$ cat src/rtl/data_req_issue_if.sv
// Data-memory SRAM-like request bus between the EX-side initiator and memory.
// master drives req/wr/size/addr/wstrb/wdata; slave returns addr_ok/data_ok.
interface data_req_issue_if;
    logic        data_req;
    logic        data_wr;
    logic [1:0]  data_size;
    logic [31:0] data_addr;
    logic [3:0]  data_wstrb;
    logic [31:0] data_wdata;
    logic        data_addr_ok;
    logic        data_data_ok;

    modport master (
        output data_req, data_wr, data_size,
        output data_addr, data_wstrb, data_wdata,
        input  data_addr_ok, data_data_ok
    );

    modport slave (
        input  data_req, data_wr, data_size,
        input  data_addr, data_wstrb, data_wdata,
        output data_addr_ok, data_data_ok
    );
endinterface

$ cat src/rtl/data_req_issue.sv
// EX-side data-memory request issue: payload formation, request hold,
// outstanding-transaction tag FIFO and flush cancellation of responses.
// Ports: clk/resetn; op_* handshake from EX; ex_flush; dbus (master);
// rsp_valid/rsp_store/rsp_ldb response tags towards MEM.
module data_req_issue #(
    parameter int MAX_OUTST = 2
) (
    input  logic        clk,
    input  logic        resetn,
    input  logic        op_valid,
    output logic        op_ready,
    input  logic        op_store,
    input  logic [2:0]  op_type,
    input  logic [31:0] op_addr,
    input  logic [31:0] op_rt,
    input  logic        ex_flush,
    data_req_issue_if.master dbus,
    output logic        rsp_valid,
    output logic        rsp_store,
    output logic [1:0]  rsp_ldb
);

    localparam int PW = (MAX_OUTST > 1) ? $clog2(MAX_OUTST) : 1;
    localparam int CW = $clog2(MAX_OUTST + 1);

    typedef enum logic {IDLE, REQ} state_t;

    state_t state, state_nx;

    logic [CW-1:0] outst_cnt;
    logic          take;
    logic          push;
    logic          pop;

    logic          p_store;
    logic [2:0]    p_type;
    logic [31:0]   p_addr;
    logic [31:0]   p_rt;
    logic          p_cancel;

    logic [MAX_OUTST-1:0]      f_store;
    logic [MAX_OUTST-1:0]      f_canc;
    logic [MAX_OUTST-1:0][1:0] f_ldb;
    logic [PW-1:0]             wp, rp;

    function automatic logic [PW-1:0] inc(input logic [PW-1:0] p);
        return (p == PW'(MAX_OUTST - 1)) ? '0 : p + PW'(1);
    endfunction

    assign take = (state == IDLE) && op_valid && !ex_flush
               && (outst_cnt < CW'(MAX_OUTST));
    assign pop  = dbus.data_data_ok && (outst_cnt != '0);

    always_ff @(posedge clk or negedge resetn) begin
        if (!resetn) state <= IDLE;
        else         state <= state_nx;
    end

    always_comb begin
        state_nx = state;
        unique case (state)
            IDLE:    if (take) state_nx = REQ;
            REQ:     if (dbus.data_addr_ok) state_nx = IDLE;
            default: state_nx = IDLE;
        endcase
    end

    // A flushed op keeps its request up until accepted; it only loses op_ready.
    always_comb begin
        dbus.data_req = (state == REQ);
        push          = (state == REQ) && dbus.data_addr_ok;
        op_ready      = push && !ex_flush && !p_cancel;
    end

    always_ff @(posedge clk or negedge resetn) begin
        if (!resetn) begin
            p_store  <= 1'b0;
            p_type   <= '0;
            p_addr   <= '0;
            p_rt     <= '0;
            p_cancel <= 1'b0;
        end else if (take) begin
            p_store  <= op_store;
            p_type   <= op_type;
            p_addr   <= op_addr;
            p_rt     <= op_rt;
            p_cancel <= 1'b0;
        end else if (state == REQ && ex_flush) begin
            p_cancel <= 1'b1;
        end
    end

    logic [1:0]  lo;
    logic        is_h, is_b, is_wl, is_wr, is_w;
    logic [3:0]  strb;
    logic [31:0] wdat;
    logic [1:0]  size;
    logic [31:0] addr;

    assign lo    = p_addr[1:0];
    assign is_h  = (p_type == 3'b001);
    assign is_b  = (p_type == 3'b010);
    assign is_wl = (p_type == 3'b011);
    assign is_wr = (p_type == 3'b100);
    assign is_w  = !(is_h || is_b || is_wl || is_wr);

    // SWL writes the high bytes of rt into the low lanes up to addr;
    // SWR writes the low bytes of rt from addr upwards.
    always_comb begin
        size = 2'd2;
        addr = p_addr;
        strb = 4'b1111;
        wdat = p_rt;
        unique case (1'b1)
            is_h: begin
                size = 2'd1;
                strb = lo[1] ? 4'b1100 : 4'b0011;
                wdat = {2{p_rt[15:0]}};
            end
            is_b: begin
                size = 2'd0;
                strb = 4'b0001 << lo;
                wdat = {4{p_rt[7:0]}};
            end
            is_wl: begin
                addr = {p_addr[31:2], 2'b00};
                strb = 4'b1111 >> (~lo);
                wdat = p_rt >> {~lo, 3'b000};
            end
            is_wr: begin
                addr = {p_addr[31:2], 2'b00};
                strb = 4'b1111 << lo;
                wdat = p_rt << {lo, 3'b000};
            end
            is_w: ;
            default: ;
        endcase
    end

    always_comb begin
        dbus.data_wr    = 1'b0;
        dbus.data_size  = 2'd0;
        dbus.data_addr  = '0;
        dbus.data_wstrb = 4'b0000;
        dbus.data_wdata = '0;
        if (state == REQ) begin
            dbus.data_wr   = p_store;
            dbus.data_size = size;
            dbus.data_addr = addr;
            if (p_store) begin
                dbus.data_wstrb = strb;
                dbus.data_wdata = wdat;
            end
        end
    end

    // Flush cancels every queued entry; a same-cycle push is cancelled too.
    always_ff @(posedge clk or negedge resetn) begin
        if (!resetn) begin
            f_store   <= '0;
            f_canc    <= '0;
            f_ldb     <= '0;
            wp        <= '0;
            rp        <= '0;
            outst_cnt <= '0;
        end else begin
            if (ex_flush) f_canc <= '1;
            if (push) begin
                f_store[wp] <= p_store;
                f_ldb[wp]   <= lo;
                f_canc[wp]  <= p_cancel || ex_flush;
                wp          <= inc(wp);
            end
            if (pop) rp <= inc(rp);
            unique case ({push, pop})
                2'b10:   outst_cnt <= outst_cnt + CW'(1);
                2'b01:   outst_cnt <= outst_cnt - CW'(1);
                default: outst_cnt <= outst_cnt;
            endcase
        end
    end

    assign rsp_valid = pop && !f_canc[rp];
    assign rsp_store = pop && f_store[rp];
    assign rsp_ldb   = pop ? f_ldb[rp] : 2'b00;

endmodule

$ cat src/flat_wrapper.sv
// flat-port wrapper written by rule: the top's interface ports become plain ports
module data_req_issue_flat 
#(
    parameter int MAX_OUTST = 2
)
  (clk, resetn, op_valid, op_ready, op_store, op_type, op_addr, op_rt, ex_flush, rsp_valid, rsp_store, rsp_ldb, dbus_data_req, dbus_data_wr, dbus_data_size, dbus_data_addr, dbus_data_wstrb, dbus_data_wdata, dbus_data_addr_ok, dbus_data_data_ok);
  data_req_issue_if dbus_i ();
  input  logic clk;
  input  logic resetn;
  input  logic op_valid;
  output logic op_ready;
  input  logic op_store;
  input  logic [2:0] op_type;
  input  logic [31:0] op_addr;
  input  logic [31:0] op_rt;
  input  logic ex_flush;
  output logic rsp_valid;
  output logic rsp_store;
  output logic [1:0] rsp_ldb;
  output wire logic [$bits(dbus_i.data_req)-1:0] dbus_data_req;
  output wire logic [$bits(dbus_i.data_wr)-1:0] dbus_data_wr;
  output wire logic [$bits(dbus_i.data_size)-1:0] dbus_data_size;
  output wire logic [$bits(dbus_i.data_addr)-1:0] dbus_data_addr;
  output wire logic [$bits(dbus_i.data_wstrb)-1:0] dbus_data_wstrb;
  output wire logic [$bits(dbus_i.data_wdata)-1:0] dbus_data_wdata;
  input wire logic [$bits(dbus_i.data_addr_ok)-1:0] dbus_data_addr_ok;
  input wire logic [$bits(dbus_i.data_data_ok)-1:0] dbus_data_data_ok;
  assign dbus_data_req = dbus_i.data_req;
  assign dbus_data_wr = dbus_i.data_wr;
  assign dbus_data_size = dbus_i.data_size;
  assign dbus_data_addr = dbus_i.data_addr;
  assign dbus_data_wstrb = dbus_i.data_wstrb;
  assign dbus_data_wdata = dbus_i.data_wdata;
  assign dbus_i.data_addr_ok = dbus_data_addr_ok;
  assign dbus_i.data_data_ok = dbus_data_data_ok;
  data_req_issue #(.MAX_OUTST(MAX_OUTST)) u_core (.clk(clk), .resetn(resetn), .op_valid(op_valid), .op_ready(op_ready), .op_store(op_store), .op_type(op_type), .op_addr(op_addr), .op_rt(op_rt), .ex_flush(ex_flush), .dbus(dbus_i), .rsp_valid(rsp_valid), .rsp_store(rsp_store), .rsp_ldb(rsp_ldb));
endmodule
$ cat config.mk
export PLATFORM = sky130hd
export DESIGN_NAME = data_req_issue_flat
export DESIGN_NICKNAME = d
export VERILOG_FILES = /design/src/rtl/data_req_issue_if.sv /design/src/rtl/data_req_issue.sv /design/src/flat_wrapper.sv
export SDC_FILE = /design/constraint.sdc
export NUM_CORES = 1
export LEC_CHECK = 0
export ABC_AREA = 1
export CORE_ASPECT_RATIO = 1.1
export CORE_MARGIN = 2
export CORE_UTILIZATION = 33
export CTS_CLUSTER_SIZE = 40
export DETAILED_ROUTE_END_ITERATION = 16
export DONT_BUFFER_PORTS = 1
export GPL_TIMING_DRIVEN = 0
export SETUP_SLACK_MARGIN = 0.15
export SLEW_MARGIN = 20
export SYNTH_ARGS = -nofsm -noshare
export SYNTH_HDL_FRONTEND = slang
export SYNTH_SLANG_ARGS = --single-unit
$ cat constraint.sdc
create_clock -name clk -period 2.8 [get_ports clk]
set_input_delay 0.42 -clock clk [delete_from_list [all_inputs] [get_ports clk]]
set_output_delay 0.42 -clock clk [all_outputs]
set_load 0.005 [all_outputs]
==> results of run 1 <==
## worst min path at each step
| stage | from | endpoint | slack [ns] |
|---|---|---|---|
| global placement | resetn | u_core.p_addr[15]$_DFFE_PN0P_ | 0.13 |
| floorplan | resetn | u_core.dbus.data_req$_DFF_PN0_ | 0.12 |
| global route | op_addr[20] | u_core.p_addr[20]$_DFFE_PN0P_ | 0.17 |
| finish | dbus_data_addr_ok | u_core.dbus.data_req$_DFF_PN0_ | 0.18 |
| detailed placement | resetn | u_core.p_addr[15]$_DFFE_PN0P_ | 0.13 |
| CTS | dbus_data_addr_ok | u_core.dbus.data_req$_DFF_PN0_ | 0.17 |
## flip-flops by register name, indices dropped and copies added (netlist names)
signal,cells
u_core.p_addr,32
u_core.p_rt,32
u_core.f_ldb,4
u_core.p_type,3
u_core.f_canc,2
u_core.f_store,2
u_core.outst_cnt,2
u_core.dbus.data_req,1
u_core.p_cancel,1
u_core.p_store,1
u_core.rp,1
u_core.wp,1
## metal layers
layer  global-route usage, %  share of wire (%)  vias to the layer above
met2                    34.8                 46                      318
met1                    28.3                 39                     2546
li1                        -                  -                     2798
met5                       0                  0                        -
met3                    6.04                 10                       50
met4                    10.9                3.8                        0
## cell families after synthesis
| kind of cell | after synthesis | share of synthesized area, % |
|---|---|---|
| flip-flops | 82 | 37.9 |
| adder cells (fa/ha/maj) | 1 | 0.231 |
| XOR/XNOR | 3 | 0.485 |
| AND/OR/NAND/NOR | 646 | 48.6 |
| AO/OA/AOI/OAI | 49 | 4.59 |
| buffers and inverters | 107 | 8.24 |
## cell type report
| class | count | area, um2 |
|---|---|---|
| fillers | 1825 | 10100 |
| multi-input cells | 699 | 2930 |
| flip-flops and latches | 82 | 2050 |
| plain buffers | 51 | 256 |
| well taps | 204 | 255 |
| clock buffers | 10 | 229 |
| inverters | 56 | 214 |
| clock inverters | 6 | 88.8 |
| repair buffers | 2 | 37.5 |
## placed cells by master (no fill, tap or decap), drive strengths merged
cell         instances
nand2              427
nand3              103
nor2                99
dfrtp               82
inv                 55
o21ai               43
clkbuf              36
buf                 26
nand4               15
a21oi                4
clkinvlp             3
or2                  2
xor2                 2
bufinv               2
clkinv               2
a22oi                1
a31oi                1
xnor2                1
ha                   1
dlygate4sd3          1
## what timing repair did
action,4_1_cts,5_1_grt
endpoints found under the setup margin,24,25
hold buffers,2,0
resized for setup,4,16
hold endpoints to repair,82,0
setup buffers,0,0
## through the flow
stage	power [mW]	std cells
global placement	6.17	1092
global route	8.31	1110
finish	7.64	1110
floorplan	4.99	888
detailed placement	6.22	1092
CTS	7.56	1110
## where the power goes
part / internal (mW) / switching, mW / leakage (nW)
combinational: 1.21 / 2.74 / 2.21
clock: 0.783 / 0.490 / 0.149
sequential: 1.76 / 0.654 / 1.01
total: 3.75 / 3.89 / 3.37
==> flow_summary.yaml, run 1 <==
logic_synthesis:
  ys_top_cells_by_count: "nand2_1 (425), nand3_1 (102), nor2_1 (95), dfrtp_1 (82), inv_1 (52)"
  ys_seq_area_share_pct: 37.9
  async_flop_share_pct: 100
  syn-instance-count: 888
  synth_edf_count: 0
  syn_area_um2: 5420
  synth_top_area_share_pct: 37.9
  synth_most_common_cell: "nand2_1"
  synth_flop_cell: "dfrtp_1"
  synthDistinctLibCells: 26
  synth_warnings: 0
  ys_ff_latch: 82
  synth_largest_area_cell: "dfrtp_1"
  synthesis.nets: 963
  synth.area.top_cells: "dfrtp_1 (38%), nand2_1 (29%), nand3_1 (9.4%)"
  postSynthAreaPerCell_um2: 6.10
setup_path:
  cp_max_fo: 10
  cp.required_ns: 2.38
  arrival_ns: 2.16
  path_buf_inv: 2
  crit_end: "dbus_data_wdata[5]"
  end_kind: "primary output"
  cp_slowest_stage_delay_ns: 0.49
  criticalPathCategory: "reg -> out"
  timing.critical_path.mode_cell: "nor2_1"
  r2r_start: "u_core.dbus.data_req$_DFF_PN0_"
  critPathTopFamily: "simple AND/OR/NAND/NOR gates"
  critPathLaunch: "u_core.p_type[0]$_DFFE_PN0P_"
  cp-start-kind: "flop"
  ff2ff_setup_slack_ns: 0.75
  r2r_cells: 8
  cpMaxStageDelayCell: "dfrtp_1"
  cp_num_cells: 8
  crit_chain: "inv_2, nand3_2, nor2_2, clkbuf_4, nand3_1, nand2_1, nor2_1, nor2_1"
  r2r_end: "u_core.p_addr[30]$_DFFE_PN0P_"
final_layout:
  fin_nets: 976
  fin_util_pct: 37.5
  syn2layout_area_growth_pct: 11.9
  n_antenna_cell: 0
  finish.instance_area_um2: 6060
  drive_gt1_share_pct: 6.62
outcome:
  status: "finished, final reports clean"
placed_design:
  place_congestion: 0.977
  hpwl_um: 13900
  place_area_um2: 5670
  dp_worst_setup_slack_ns: 0.173
  portBuffers: 0
route:
  firstDrtPassIters: 5
  drtAntennaViolNets: 0
  post_drt_wl_per_cell_um: 17.6
  drt_iter0_markers: 618
  vias: 5712
  routed_wl_um: 19600
  viasPerCell: 5.15
  drc: 0
sta:
  fmax_mhz: 387
  tightest_slew_ns: 0.657
  min_period_ns: 2.58
  grt_setup_unrepaired: "yes"
  maxSlewViolCount: 0
  tns_ns: 0
  hold_viol_final: 0
  slew_headroom_pct: 56.2
  setup_slack_ns: 0.217
  setup_viol: 0
  post-route-period-util_pct: 92.3
  finalHoldWorstSlack_ns: 0.184
  final.setup_skew_ns: 0.00839
power_and_ir_drop:
  pwr_density_cell_nw_per_um2: 1260
  peakVddDrop_mv: 0.468
  p_leak_nw: 3.37
hold_path:
  hold_path_class: "in -> reg"
  holdPathStages: 1
global_routing:
  grt_max_degree: 83
  grt.overflow.total: 0
  antenna_found_initial: 0
  grt_pass1_vias: 5301
  track_usage_pct: 22.3
  grt_pass1_wl_um: 30000
die:
  core_region_area_um2: 16200
  rows: 49
  die_h_um: 138
  dieArea_um2: 17500
  io_pins: 151
  start_util_pct: 33.5
  die_w_um: 126
clocking:
  cts_htree_levels: 3
  cts_root_buf: "clkbuf_16"
  cts.path.max_buffers: 2
  cts_made_buffers: 9
  insertion_delay_ns: 0.34
  tritoncts: "yes"
  clock_sinks: 82
  path_clk_slew_ns: 0.06
job:
  maxCapViolCount: 0
Power figures use the tool's default switching activity.
==> run 2: changes to the inputs <==
CTS_CLUSTER_SIZE = 20   (was 40)
==> results of run 2 <==
Final layout, timing and power as in run 1 (identical DEF).
==> run 3: changes to the inputs <==
PLACE_DENSITY_LB_ADDON = 0.3   (was unset)
==> run 3 against run 2 <==
Setup slack improved by 0.069 ns. Count of clock-buffer cells in the layout unchanged. Register-to-register slack lost 0.05 ns. Flip-flop and latch count unchanged. Global-route usage about the same. Critical path depth is 2 higher. Combinational power about the same. Non-clock buffer count is 3 higher. Final cell count up 0.18%. Critical path type unchanged.
==> flow_summary.yaml, run 3 (synthesis results as in run 1) <==
hold_path:
  hold_start: "op_addr[19]"
  holdPathStages: 2
  min_to: "u_core.p_addr[19]$_DFFE_PN0P_"
  hold_path_class: "in -> reg"
route:
  drtAntennaViolNets: 0
  post_drt_wl_per_cell_um: 17.7
  routed_wl_um: 19700
  drc: 0
  vias: 5736
  firstDrtPassIters: 5
  drt_iter0_markers: 439
  viasPerCell: 5.16
setup_path:
  cp_slowest_stage_delay_ns: 0.47
  cpMaxStageDelayCell: "dfrtp_2"
  arrival_ns: 2.09
  path_buf_inv: 4
  cp.required_ns: 2.38
  cp_max_fo: 10
  crit_chain: "inv_2, buf_2, nor2_4, nand2_2, buf_2, nor2_1, nor2_1, nand3_1, nand2_1, inv_1"
  r2r_end: "u_core.p_rt[29]$_DFFE_PN0P_"
  cp-start-kind: "flop"
  critPathTopFamily: "buffers and inverters"
  ff2ff_setup_slack_ns: 0.70
  r2r_cells: 8
  end_kind: "primary output"
  criticalPathCategory: "reg -> out"
  r2r_start: "u_core.dbus.data_req$_DFF_PN0_"
clocking:
  tritoncts: "yes"
  cts.path.max_buffers: 2
  clock_sinks: 82
  cts_made_buffers: 9
  path_clk_slew_ns: 0.06
  cts_htree_levels: 3
  insertion_delay_ns: 0.34
  cts_root_buf: "clkbuf_16"
die:
  core_region_area_um2: 16200
  dieArea_um2: 17500
  start_util_pct: 33.5
  die_h_um: 138
  die_w_um: 126
  rows: 49
  io_pins: 151
final_layout:
  fin_util_pct: 37.3
  register_area_um2: 2050
  n_antenna_cell: 0
  nFillCells: 1832
  syn2layout_area_growth_pct: 11.5
  fin_nets: 979
  layout_common_cells: "nand2_1 (424), nand3_1 (102), nor2_1 (93)"
  multi_input_area_um2: 2930
  layout_commonest_cell: "nand2_1"
  finish.instance_area_um2: 6040
  reg_top3: "u_core.p_addr: 32 flops, u_core.p_rt: 32 flops, u_core.f_ldb: 4 flops"
  drive_gt1_share_pct: 7.27
  layoutNonFillerInstCount: 1112
sta:
  final.setup_skew_ns: 0.0101
  min_period_ns: 2.51
  post-route-period-util_pct: 89.8
  setup_viol: 0
  tns_ns: 0
  hold_viol_final: 0
  maxSlewViolCount: 0
  tightest_slew_ns: 0.656
  slew_headroom_pct: 56.3
  fmax_mhz: 398
  grt_setup_unrepaired: "no"
placed_design:
  portBuffers: 0
  dp.cells: 1092
  hpwl_um: 14200
  place_congestion: 0.960
  place_area_um2: 5670
power_and_ir_drop:
  pwr_density_cell_nw_per_um2: 1240
  power_mw: 7.50
  p_leak_nw: 3.36
  peakVddDrop_mv: 0.363
global_routing:
  grt_pass1_vias: 5310
  grt_pass1_wl_um: 30000
  track_usage_pct: 22.3
  grt_max_degree: 83
  antenna_found_initial: 0
  grt.overflow.total: 0
outcome:
  status: "finished, final reports clean"
job:
  maxCapViolCount: 0
## run 3: worst max path at each step
| stage | endpoint | start | cells past startpoint | slack (ns) |
|---|---|---|---|---|
| 2_1_floorplan | dbus_data_wdata[1] | u_core.p_addr[0]$_DFFE_PN0P_ | 8 | 1.06 |
| 3_3_place_gp | dbus_data_wdata[21] | u_core.dbus.data_req$_DFF_PN0_ | 6 | 0.24 |
| 3_5_place_dp | dbus_data_wdata[19] | u_core.dbus.data_req$_DFF_PN0_ | 6 | 0.22 |
| 4_1_cts | dbus_data_wdata[19] | u_core.dbus.data_req$_DFF_PN0_ | 6 | 0.17 |
| 5_1_grt | dbus_data_wdata[27] | u_core.p_addr[1]$_DFFE_PN0P_ | 7 | 0.15 |
| 6_report | dbus_data_wdata[27] | u_core.p_type[0]$_DFFE_PN0P_ | 10 | 0.29 |
## run 3: stage by stage
step | setup WS (ns) | hold slack (ns)
after floorplan | 1.06 | 0.124
after global placement | 0.245 | 0.126
after detailed placement | 0.218 | 0.126
after CTS | 0.175 | 0.175
after global routing | 0.155 | 0.178
final | 0.286 | 0.185
## run 3: metal layers
metal / GRT usage (%) / wire [um] / vias up
li1: - / - / 2803
met4: 11.1 / 756 / 0
met3: 5.42 / 1880 / 50
met2: 35.8 / 9200 / 276
met5: 0 / 0 / -
met1: 27.8 / 7880 / 2607
## run 3: repair_timing
item                                    in CTS  in global routing
gates resized for setup                      4                 15
buffers inserted                             0                  3
endpoints found under the hold margin       82                  0
endpoints found under the setup margin      24                 24
hold buffers                                 2                  0
## run 3: area by class of cell
type | count | area share (%)
multi-input combinational | 699 | 48.5
clock inverter | 5 | 0.642
inverter | 56 | 3.54
timing repair buffer | 5 | 0.994
tap | 204 | 4.22
buffer | 51 | 4.14
sequential | 82 | 34.0
clock buffer | 10 | 3.95
## run 3: where the power goes
group / internal [mW] / total, mW / leakage (nW) / switching [mW]
Clock: 0.623 / 1.12 / 0.123 / 0.495
Sequential: 1.77 / 2.43 / 1.01 / 0.661
Combinational: 1.21 / 3.96 / 2.23 / 2.75
Total: 3.60 / 7.50 / 3.36 / 3.91
